==> src/rtl/seven_segment_capture.sv <==
`default_nettype none
// ============================================================================
//  Module   : seven_segment_capture
//  Purpose  : Rebuilds the 16-bit value scanned out on a multiplexed 4-digit
//             display bus (active-low one-hot anode select + shared nibble).
//  Revision : 1.0  initial release
// ============================================================================
module seven_segment_capture #(
    parameter int unsigned SETTLE = 2
) (
    input  logic        clk,
    input  logic        rst_n,
    input  logic [3:0]  a_in,
    input  logic [3:0]  d_in,
    input  logic        err_clr,
    output logic [15:0] q_out,
    output logic        frame_valid,
    output logic [3:0]  digit_mask,
    output logic        err
);

    localparam logic [3:0] c_blank  = 4'b1111;
    localparam logic [3:0] c_all    = 4'b1111;
    localparam logic [3:0] c_settle = 4'(SETTLE);

    function automatic logic is_onehot_low(input logic [3:0] a);
        return (a == 4'b1110) || (a == 4'b1101) ||
               (a == 4'b1011) || (a == 4'b0111);
    endfunction

    logic [3:0]  s_a_q, s_a_d;
    logic [3:0]  s_d_q, s_d_d;
    logic [3:0]  p_a_q, p_a_d;
    logic [3:0]  p_d_q, p_d_d;
    logic [3:0]  run_q, run_d;
    logic        captured_q, captured_d;
    logic [15:0] shadow_q, shadow_d;
    logic [3:0]  mask_q, mask_d;
    logic [15:0] q_out_q, q_out_d;
    logic        frame_valid_q, frame_valid_d;
    logic        err_q, err_d;

    logic        w_change;
    logic        w_valid;
    logic        w_capture;
    logic [1:0]  w_slot;
    logic [3:0]  w_mask_new;

    always_comb begin
        w_slot = 2'd0;
        case (s_a_q)
            4'b1110: w_slot = 2'd0;
            4'b1101: w_slot = 2'd1;
            4'b1011: w_slot = 2'd2;
            4'b0111: w_slot = 2'd3;
            default: w_slot = 2'd0;
        endcase
    end

    always_comb begin
        s_a_d         = a_in;
        s_d_d         = d_in;
        p_a_d         = s_a_q;
        p_d_d         = s_d_q;
        shadow_d      = shadow_q;
        mask_d        = mask_q;
        q_out_d       = q_out_q;
        frame_valid_d = 1'b0;
        w_mask_new    = mask_q;

        w_change = (s_a_q != p_a_q) || (s_d_q != p_d_q);
        w_valid  = is_onehot_low(s_a_q);

        if (w_change) begin
            run_d = 4'd1;
        end else if (run_q >= c_settle) begin
            run_d = run_q;
        end else begin
            run_d = run_q + 4'd1;
        end

        // A new (anode, nibble) pair re-arms the one-capture-per-run guard.
        captured_d = captured_q && !w_change;
        w_capture  = w_valid && (run_d == c_settle) && !captured_d;

        if (w_capture) begin
            captured_d                   = 1'b1;
            shadow_d[{w_slot, 2'b00} +: 4] = s_d_q;
            w_mask_new                   = mask_q | (4'b0001 << w_slot);
            if (w_mask_new == c_all) begin
                q_out_d       = shadow_d;
                frame_valid_d = 1'b1;
                mask_d        = 4'b0000;
            end else begin
                mask_d = w_mask_new;
            end
        end

        // Flagged as the bad pattern enters the sample register; set beats clear.
        err_d = (err_q && !err_clr) ||
                (!is_onehot_low(a_in) && (a_in != c_blank));
    end

    always_ff @(posedge clk) begin
        if (!rst_n) begin
            s_a_q         <= c_blank;
            s_d_q         <= 4'd0;
            p_a_q         <= c_blank;
            p_d_q         <= 4'd0;
            run_q         <= 4'd0;
            captured_q    <= 1'b0;
            shadow_q      <= 16'd0;
            mask_q        <= 4'd0;
            q_out_q       <= 16'd0;
            frame_valid_q <= 1'b0;
            err_q         <= 1'b0;
        end else begin
            s_a_q         <= s_a_d;
            s_d_q         <= s_d_d;
            p_a_q         <= p_a_d;
            p_d_q         <= p_d_d;
            run_q         <= run_d;
            captured_q    <= captured_d;
            shadow_q      <= shadow_d;
            mask_q        <= mask_d;
            q_out_q       <= q_out_d;
            frame_valid_q <= frame_valid_d;
            err_q         <= err_d;
        end
    end

    assign q_out       = q_out_q;
    assign frame_valid = frame_valid_q;
    assign digit_mask  = mask_q;
    assign err         = err_q;

endmodule
`default_nettype wire

==> config.mk <==
export PLATFORM = sky130hd
export DESIGN_NAME = seven_segment_capture
export DESIGN_NICKNAME = d
export VERILOG_FILES = /design/src/rtl/seven_segment_capture.sv
export SDC_FILE = /design/constraint.sdc
export NUM_CORES = 1
export LEC_CHECK = 0
export CAP_MARGIN = 20
export CORE_ASPECT_RATIO = 0.8
export CORE_MARGIN = 2
export CORE_UTILIZATION = 50
export CTS_CLUSTER_SIZE = 8
export DETAILED_ROUTE_END_ITERATION = 16
export GPL_ROUTABILITY_DRIVEN = 0
export PLACE_DENSITY = 0.78
export REMOVE_ABC_BUFFERS = 1
export SYNTH_ARGS = -nofsm -noshare
export SYNTH_HDL_FRONTEND = slang
export SYNTH_SLANG_ARGS = --single-unit
==> constraint.sdc <==
create_clock -name clk -period 4.6 [get_ports clk]
set_clock_uncertainty 0.1 [all_clocks]
set_input_delay 0.46 -clock clk [delete_from_list [all_inputs] [get_ports clk]]
set_output_delay 0.46 -clock clk [all_outputs]
set_load 0.03 [all_outputs]
== After elaboration in Yosys (flattened, before gate mapping) ==
Index checks and enable logic that the tools add are counted.
Operators by class
  $add $sub $neg: 2
  magnitude comparators: 1
  eq/ne operators: 13
  shift operators: 3
  muxes and demuxes: 7
  bitwise logic cells: 1
  reductions and logical operators: 19
Operator list (count)
  equality test 4 bit, second input constant: 7
  bitwise mux 16 bit: 1
  variable shift 4 x 6 -> 16 bit, first input constant: 1
  indexed part select 4 x 6 -> 16 bit: 1
  2-to-1 mux 4 bit: 3
  equality test 4 x 3 -> 1 bit, second input constant: 2
  logical OR 1 bit: 8
  inequality test 4 bit: 2
  negator 4 -> 6 bit: 1
  one-hot mux 2 bit (3 select lines): 1
  logical AND 1 bit: 5
  adder 4 x 1 -> 4 bit, second input constant: 1
  equality test 4 x 2 -> 1 bit, second input constant: 1
  greater-or-equal comparator 4 x 2 -> 1 bit, second input constant: 1
  zero test 1 bit: 4
  inequality test 4 bit, second input constant: 1
  bitwise OR 4 bit: 1
  AND reduction 2 bit: 2
  << shifter 1 x 2 -> 4 bit, first input constant: 1
  2-to-1 mux 1 bit: 2
Storage, ports and cells
  register bits: 59
  input bits: 11
  output and inout bits: 22
  word-level logic and storage cells: 57

== Longest topological paths before layout ==
Gate-level depths: netlist (run 1).
  word-level depth: 7
  mapped depth: 10
  gate-level depth less buffers: 8

== Worst setup path after synthesis (run 1) ==
No wires, ideal clock.
  path type: register -> register
  from: register s_a_q[3], in the netlist p_a_d[3]
  to: register q_out_q[12], in the netlist q_out[12]
  setup time: 72 ps
  arrival time: 1983 ps
  required time: 4428 ps
  setup slack: 2445 ps
  cell stages (with the launch flop): 10
  buffers on the path: 2
  period minus slack after synthesis: 2155 ps
  cells stage by stage: dfxtp_1 > buf_2 > xor2_1 > nand2_1 > ha_1 > clkbuf_1 > nor4_1 > and3_1 > o21ai_0 > mux2i_1
Between the ends
  cells in the longest elaborated chain, start to end: 7
  elaborated cells on any way between the ends: 25
  classes of those cells: add/sub (1); eq/ne (7); shift (3); mux (3); bitwise (1); reduce/logical (10)
Ends and longest elaborated chain
  start, declared: line 31  | logic [3:0] s_a_q, s_a_d;
  start signal, assigned: line 106  | s_a_q <= c_blank;
  branches (longest 7 deep; another with negator 4 -> 6 bit)
  end signal, assigned: line 126  | q_out_q <= q_out_d;
  end, declared: line 39  | logic [15:0] q_out_q, q_out_d;
Several ways; the timed one is not identified.
A chain may end at the register's enable or synchronous reset.

== Final worst setup path (run 1) ==
  from: register s_a_q[3], in the netlist p_a_d[3]
  to: register mask_q[0], in the netlist digit_mask[0]
Between the ends
  cells in the longest elaborated chain, start to end: 6
  elaborated cells on any way between the ends: 21
  classes of those cells: eq/ne (7); shift (1); mux (3); bitwise (1); reduce/logical (9)
Ends and longest elaborated chain
  equality test 4 x 3 -> 1 bit (tied with other cells): line 28, 51
  one-hot mux 2 bit (3 select lines) (tied with other cells): line 51  | case (s_a_q)
  << shifter 1 x 2 -> 4 bit (tied with other cells): line 89  | w_mask_new = mask_q | (4'b0001 << w_slot);
  bitwise OR 4 bit (tied with other cells): line 89
  equality test 4 bit (tied with other cells): line 90  | if (w_mask_new == c_all) begin
  2-to-1 mux 4 bit or logical AND 1 bit (tied branches): line 90, 84
  end signal, assigned: line 125  | mask_q <= mask_d;
  end, declared: line 38  | logic [3:0] mask_q, mask_d;
Several ways; a longest one is shown, not always the timed one.

==> impl_results.md, run 1 <==
- Outcome: completed
- Yosys reg bits: 59
- Multi-input logic area: 0.00138 mm²
- Switching part of the total: 25.2%
- R2R Path End: digit_mask[0]$_SDFFE_PN0P_
- Fmax: 403 MHz
- Crit Path Class: reg2reg
- CP Capture Type: flip-flop
- Detailed Route WL: 5000 µm
- EDFF count, synth: 0
- Diodes inserted: 0
- Post-Syn Area: 0.00267 mm²
- Chip Height: 69.3 µm
- DR WL/cell: 13.0 µm
- CTS tree: yes
- Top cells by area, synth: dfxtp_1, mux2i_1, nand2_1
- CP startpoint kind: flip-flop
- Root Buffer: clkbuf_8
- Largest net degree at the start of global routing: 45
- First-pass GRT wire length: 8550 µm
- Hold Path Sink: shadow_q[3]$_SDFFE_PN0P_
- Clock buffer depth: 2
- PortBufs: 32
- Via count: 1988
- Placed Instances: 368
- Sequential element share of the synthesized area: 44.3%
- Rel. slew slack: 67.8%
- Internal power: 0.762 mW
- Power share of the combinational group: 8.5%
- Final Instance Area: 0.00317 mm²
- Die width: 85.7 µm
- Final min period: 2.48 ns
- Req. time, crit path: 4.74 ns
- Syn_area_per_cell: 9.29 µm²
- Detail Route Antenna Nets: 0
- Unrepaired setup endpoints after global routing: no
- Worst Hold Class: reg2reg
- Vias per cell: 5.18
- Initial core utilization: 52.7%
- H-tree levels: 3
- Seq pwr share: 51.9%
- Hold depth: 2
- Initial antenna violation count: 0
- Warnings, synthesis: 0
- Clock latency at the later pin of the worst-skew pair: 0.34 ns
- Die area: 0.00594 mm²
- Num CTS Buffers: 9
- Critical R2R Launch: p_a_d[3]$_SDFF_PN1_
- Layout fillers: 443
- Clk pin slew, worst setup/hold paths: 0.07 ns
- Clk pwr share: 39.6%
- Num Clock Sinks: 59
- Setup Fix Bufs, Post-CTS: 0
- FF+latch area: 0.00118 mm²
- Share of the synthesized area in the top cell type: 44.3%
- Pre-CTS setup slack: 2.19 ns
- Final hold violation count: 0
- R2r setup slk: 2.12 ns
- Switching power: 0.257 mW
- DP Area: 0.00300 mm²
- Final critical-path share of the clock period: 54.0%
- Power density over the cells: 322 mW/mm²
- Leak: 1.43 nW
- Share of layout cells above drive strength 1: 8.39%
- TritonRoute pass-1 iters: 4
- Max-cap violations: 0
- Arr. time, crit path: 2.62 ns
- DR iter-0 viols: 99
- Area Growth Syn to Fin: 18.9%
- Setup WS post-layout: 2.12 ns
- Nets: 337
- DP HPWL: 3430 µm
- Top post-synthesis cells by count: dfxtp_1, nand2_1, mux2i_1
- Post-route insts no fill: 384
- Total track usage: 18.3%
- PostCTS Resize Cnt: 0
- Netlist cell types: 36
- Yosys top cell by area: dfxtp_1
- I/O Pins: 33
- Vias in the first global route: 1849
- Hold Buf Count CTS: 0
- Cells after Synth: 287
- Core area: 0.00506 mm²
- Gr ovfl total: 0
- Slew Viols, Final: 0
- Worst Max-Slew Pin Slew: 0.478 ns
- Top-count cell post-synth: dfxtp_1
- Final setup viols: 0
- Rows: 23
- Hold_sp: shadow_q[3]$_SDFFE_PN0P_
- Async S/R FF share, synth: 0%
- R2R cell count: 8
- Critical-path maximum fanout: 20
- Setup TNS: 0 ns
- Ys flop type: dfxtp_1
- Peak VDD IR: 0.000202 V
- DRC: 0
-- metrics by stage --
stage / utilization (%) / total power [mW] / hold WS, ns
after floorplan: - / 0.594 / 0.334
after global placement: 59.2 / 0.625 / 0.342
after detailed placement: 59.2 / 0.627 / 0.349
after CTS: 62.6 / 1.03 / 0.358
after global routing: 62.6 / 1.05 / 0.376
final: 62.6 / 1.02 / 0.356
-- cell usage in the layout, fill, tap and decap left out, types with 3 or more instances in the layout --
cell type and n:
nor3_1 4, a21oi_1 5, ha_1 9, a31oi_1 4, nand2_1 48, mux2i_1 33, nor4_1 3, o22ai_1 6
xnor2_1 10, nor2_1 9, clkbuf_8 10, and3_1 10, nor3b_1 4, o21ai_0 8, inv_1 8, nor2b_1 12
nand2b_1 10, a31o_2 4, clkinv_2 4, clkdlybuf4s50_1 31, and2_1 9, dfxtp_1 59
-- worst max-delay path by stage --
stage	end	start	slack, ns	cells after the start
after floorplan	digit_mask[0]$_SDFFE_PN0P_	run_q[0]$_SDFF_PN0_	1.97	7
after global placement	digit_mask[3]$_SDFFE_PN0P_	p_a_d[3]$_SDFF_PN1_	2.25	8
after detailed placement	digit_mask[0]$_SDFFE_PN0P_	p_a_d[3]$_SDFF_PN1_	2.19	8
after CTS	digit_mask[0]$_SDFFE_PN0P_	p_a_d[3]$_SDFF_PN1_	2.11	8
after global routing	shadow_q[4]$_SDFFE_PN0P_	p_a_d[3]$_SDFF_PN1_	1.86	8
final	digit_mask[0]$_SDFFE_PN0P_	p_a_d[3]$_SDFF_PN1_	2.12	8
-- power groups by stage --
stage | combinational, mW | sequential (mW) | clock (mW)
2_1_floorplan | 0.0542 | 0.539 | 0
3_3_place_gp | 0.0845 | 0.540 | 0
3_5_place_dp | 0.0858 | 0.541 | 0
4_1_cts | 0.0864 | 0.529 | 0.412
5_1_grt | 0.0960 | 0.530 | 0.427
6_report | 0.0862 | 0.529 | 0.404
-- routing by layer --
layer | GRT usage, % | vias to the layer above | part of all wire, %
met1 | 24.1 | 912 | 48
li1 | - | 1029 | -
met5 | 0 | - | 0
met2 | 27.1 | 42 | 45
met3 | 6.43 | 5 | 6.0
met4 | 7.94 | 0 | 1.2
-- layout make-up --
| type | count | area share, % |
|---|---|---|
| Tap cell | 62 | 2.45 |
| Inverter | 9 | 1.07 |
| Clock inverter | 5 | 0.908 |
| Clock buffer | 11 | 4.46 |
| Multi-Input combinational cell | 204 | 43.4 |
| Sequential cell | 59 | 37.3 |
| Timing Repair Buffer | 34 | 10.4 |
-- kinds of logic after synthesis --
family          after synthesis  share of synthesized area, %
compound gates               31                          7.74
flops                        59                          44.3
buf+inv                      24                          4.08
xor+xnor                     12                          3.94
fa+ha+maj                    10                          4.60
mux                          33                          12.4
simple gates                118                          23.0
-- flip-flops by register name, indices dropped and copies added (netlist names) --
register / count
captured_q: 1
digit_mask: 4
err: 1
frame_valid: 1
p_a_d: 4
p_a_q: 4
p_d_d: 4
p_d_q: 4
q_out: 16
run_q: 4
shadow_q: 16
-- worst max-delay path: stages (launching register included) --
cell	delay (ns)
dfxtp_1	0.48
xor2_1	0.25
nand2_1	0.15
ha_1	0.36
o22ai_1	0.28
nor2_1	0.08
nand3_1	0.08
buf_4	0.32
nor3b_1	0.28
Note: power is estimated with default switching activity, not from simulation.
==> run 2: changes to the inputs <==
clock period = 2.35 ns   (was 4.6 ns; I/O delays follow)
==> run 2 against run 1 <==
- clock power grew to 2.7 times the previous value
- non-clock buffer count up 6
- maximum frequency rose by 11%
- critical path depth is 1 lower
==> impl_results.md, run 2 (synthesis results as in run 1) <==
- Outcome: completed
- Max-cap violations: 0 (unchanged)
- Layout fillers: 402 (-9.3%)
- Area Growth Syn to Fin: 25.1%
- Slew Viols, Final: 0 (unchanged)
- Arr. time, crit path: 2.37 ns (-0.25 ns)
- Peak VDD IR: 0.000580 V (+190%)
- Final critical-path share of the clock period: 95.5% (+42 points)
- Top delay family on crit path: simple AND/OR/NAND/NOR gates
- Initial antenna violation count: 0 (unchanged)
- Num CTS Buffers: 9 (unchanged)
- Die width: 85.7 µm (unchanged)
- Crit path buffers/inverters: 1 (unchanged)
- CTS tree: yes
- Total power draw: 2.32 mW (+130%)
- Worst Hold Class: in2reg
- H-tree levels: 3 (unchanged)
- Most frequent cells in the layout: dfxtp_1, nand2_1, mux2i_1
- Nets: 343 (+1.8%)
- DR iter-0 viols: 116 (+17%)
- Initial core utilization: 52.7% (unchanged)
- Core area: 0.00506 mm² (unchanged)
- Hold Buf Count CTS: 0 (unchanged)
- CP startpoint kind: flip-flop
- DP HPWL: 3450 µm (+0.49%)
- Power density over the cells: 696 mW/mm² (+120%)
- Share of layout cells above drive strength 1: 11.9% (+3.5 points)
- First-pass GRT wire length: 8310 µm (-2.7%)
- Util after Layout: 65.9% (+3.3 points)
- Critical-path maximum fanout: 18 (-10%)
- Diodes inserted: 0 (unchanged)
- Worst path slowest cell: dfxtp_1
- Clock buffer depth: 2 (unchanged)
- Req. time, crit path: 2.47 ns (-2.27 ns)
- R2r setup slk: 0.11 ns (-2.01 ns)
- Vias per cell: 5.12 (-1.1%)
- Vias in the first global route: 1837 (-0.65%)
- Rel. slew slack: 73.9% (+6.1 points)
- DR WL/cell: 13.1 µm (+0.90%)
- Crit Path Class: reg2reg
- TritonRoute pass-1 iters: 4 (unchanged)
- Final setup viols: 0 (unchanged)
- Commonest non-fill, non-tap cell in the layout: dfxtp_1
- Final min period: 2.24 ns (-0.238 ns)
- Num Clock Sinks: 59 (unchanged)
- DRC: 0 (unchanged)
- CP Capture Type: flip-flop
- Critical Path Source: run_q[1]$_SDFF_PN0_
- Clock latency at the later pin of the worst-skew pair: 0.34 ns (about the same)
- Final hold violation count: 0 (unchanged)
- Largest net degree at the start of global routing: 46 (+2.2%)
- Worst Max-Slew Pin Slew: 0.392 ns (-0.0865 ns)
- Setup Fix Bufs, Post-CTS: 0 (unchanged)
- Total track usage: 18.1% (-0.20 points)
- Fmax: 445 MHz (+11%)
- Max stage delay on crit path: 0.37 ns (-0.11 ns)
- PostCTS Resize Cnt: 0 (unchanged)
- Gr ovfl total: 0 (unchanged)
- WP depth: 7 (-1)
- I/O Pins: 33 (unchanged)
- Critical R2R Launch: run_q[1]$_SDFF_PN0_
- Via count: 1997 (+0.45%)
- PortBufs: 32 (unchanged)
- Clk pin slew, worst setup/hold paths: 0.07 ns (about the same)
- Root Buffer: clkbuf_8
- R2R cell count: 7 (-1)
- Chip Height: 69.3 µm (unchanged)
- Detail Route Antenna Nets: 0 (unchanged)
- Leak: 1.50 nW (+5.1%)
- Detailed Route WL: 5130 µm (+2.5%)
- Rows: 23 (unchanged)
- Die area: 0.00594 mm² (unchanged)
- Crit-path cells: ha_1, nor3_2, mux2i_1, o211a_4, nand3_1, buf_12, nor3b_1
- R2R Path End: digit_mask[2]$_SDFFE_PN0P_
- Worst setup endpoint: digit_mask[2]$_SDFFE_PN0P_
-- run 2: changes by cell type in the layout (fill, tap and decap cells not counted), sizes merged --
cell | before | now
buf | 3 | 9
clkinv | 5 | 0
bufinv | 0 | 2
clkbuf | 11 | 13
clkinvlp | 0 | 1
-- run 2: metal layers --
metal / GRT usage [%] / routed length (µm) / vias up
li1: - / - / 1039
met1: 23.8 / 2560 / 911
met2: 25.3 / 2250 / 41
met3: 9.05 / 261 / 6
met4: 7.23 / 48 / 0
met5: 0 / 0 / -
-- run 2: metrics by stage --
stage | cells | area, µm² | worst slack, ns | setup TNS (ns) | hold WS (ns)
floorplan | 272 | 2590 | -0.279 | -4.44 | 0.208
global placement | 374 | 3070 | 0.167 | 0 | 0.341
detailed placement | 374 | 3070 | 0.0951 | 0 | 0.349
CTS | 390 | 3320 | 0.0842 | 0 | 0.154
global route | 390 | 3340 | -0.00626 | -0.00913 | 0.183
finish | 390 | 3340 | 0.105 | 0 | 0.169
-- run 2: how the worst min path moves through the flow --
stage | startpoint | end | depth (start not counted)
finish | rst_n | p_a_q[1]$_SDFF_PN1_ | 2
global route | rst_n | p_a_q[1]$_SDFF_PN1_ | 2
CTS | rst_n | p_a_q[1]$_SDFF_PN1_ | 2
detailed placement | shadow_q[3]$_SDFFE_PN0P_ | shadow_q[3]$_SDFFE_PN0P_ | 2
global placement | shadow_q[3]$_SDFFE_PN0P_ | shadow_q[3]$_SDFFE_PN0P_ | 2
floorplan | rst_n | p_a_d[0]$_SDFF_PN1_ | 1
-- run 2: area by class of cell --
cell class	instances	area, µm²	share of cell area [%]
sequential	59	1180	35.5
clock inverter	3	67.6	2.02
timing repair buffer	40	400	12.0
clock buffer	13	179	5.36
tap	62	77.6	2.32
multi-input combinational	204	1400	41.8
inverter	9	33.8	1.01
-- run 2: where the power goes --
| part | switching, mW | leakage (nW) | internal [mW] |
|---|---|---|---|
| Sequential | 0.0173 | 0.479 | 1.02 |
| Clock | 0.388 | 0.122 | 0.713 |
| Combinational | 0.107 | 0.904 | 0.0821 |
| Total | 0.512 | 1.50 | 1.81 |
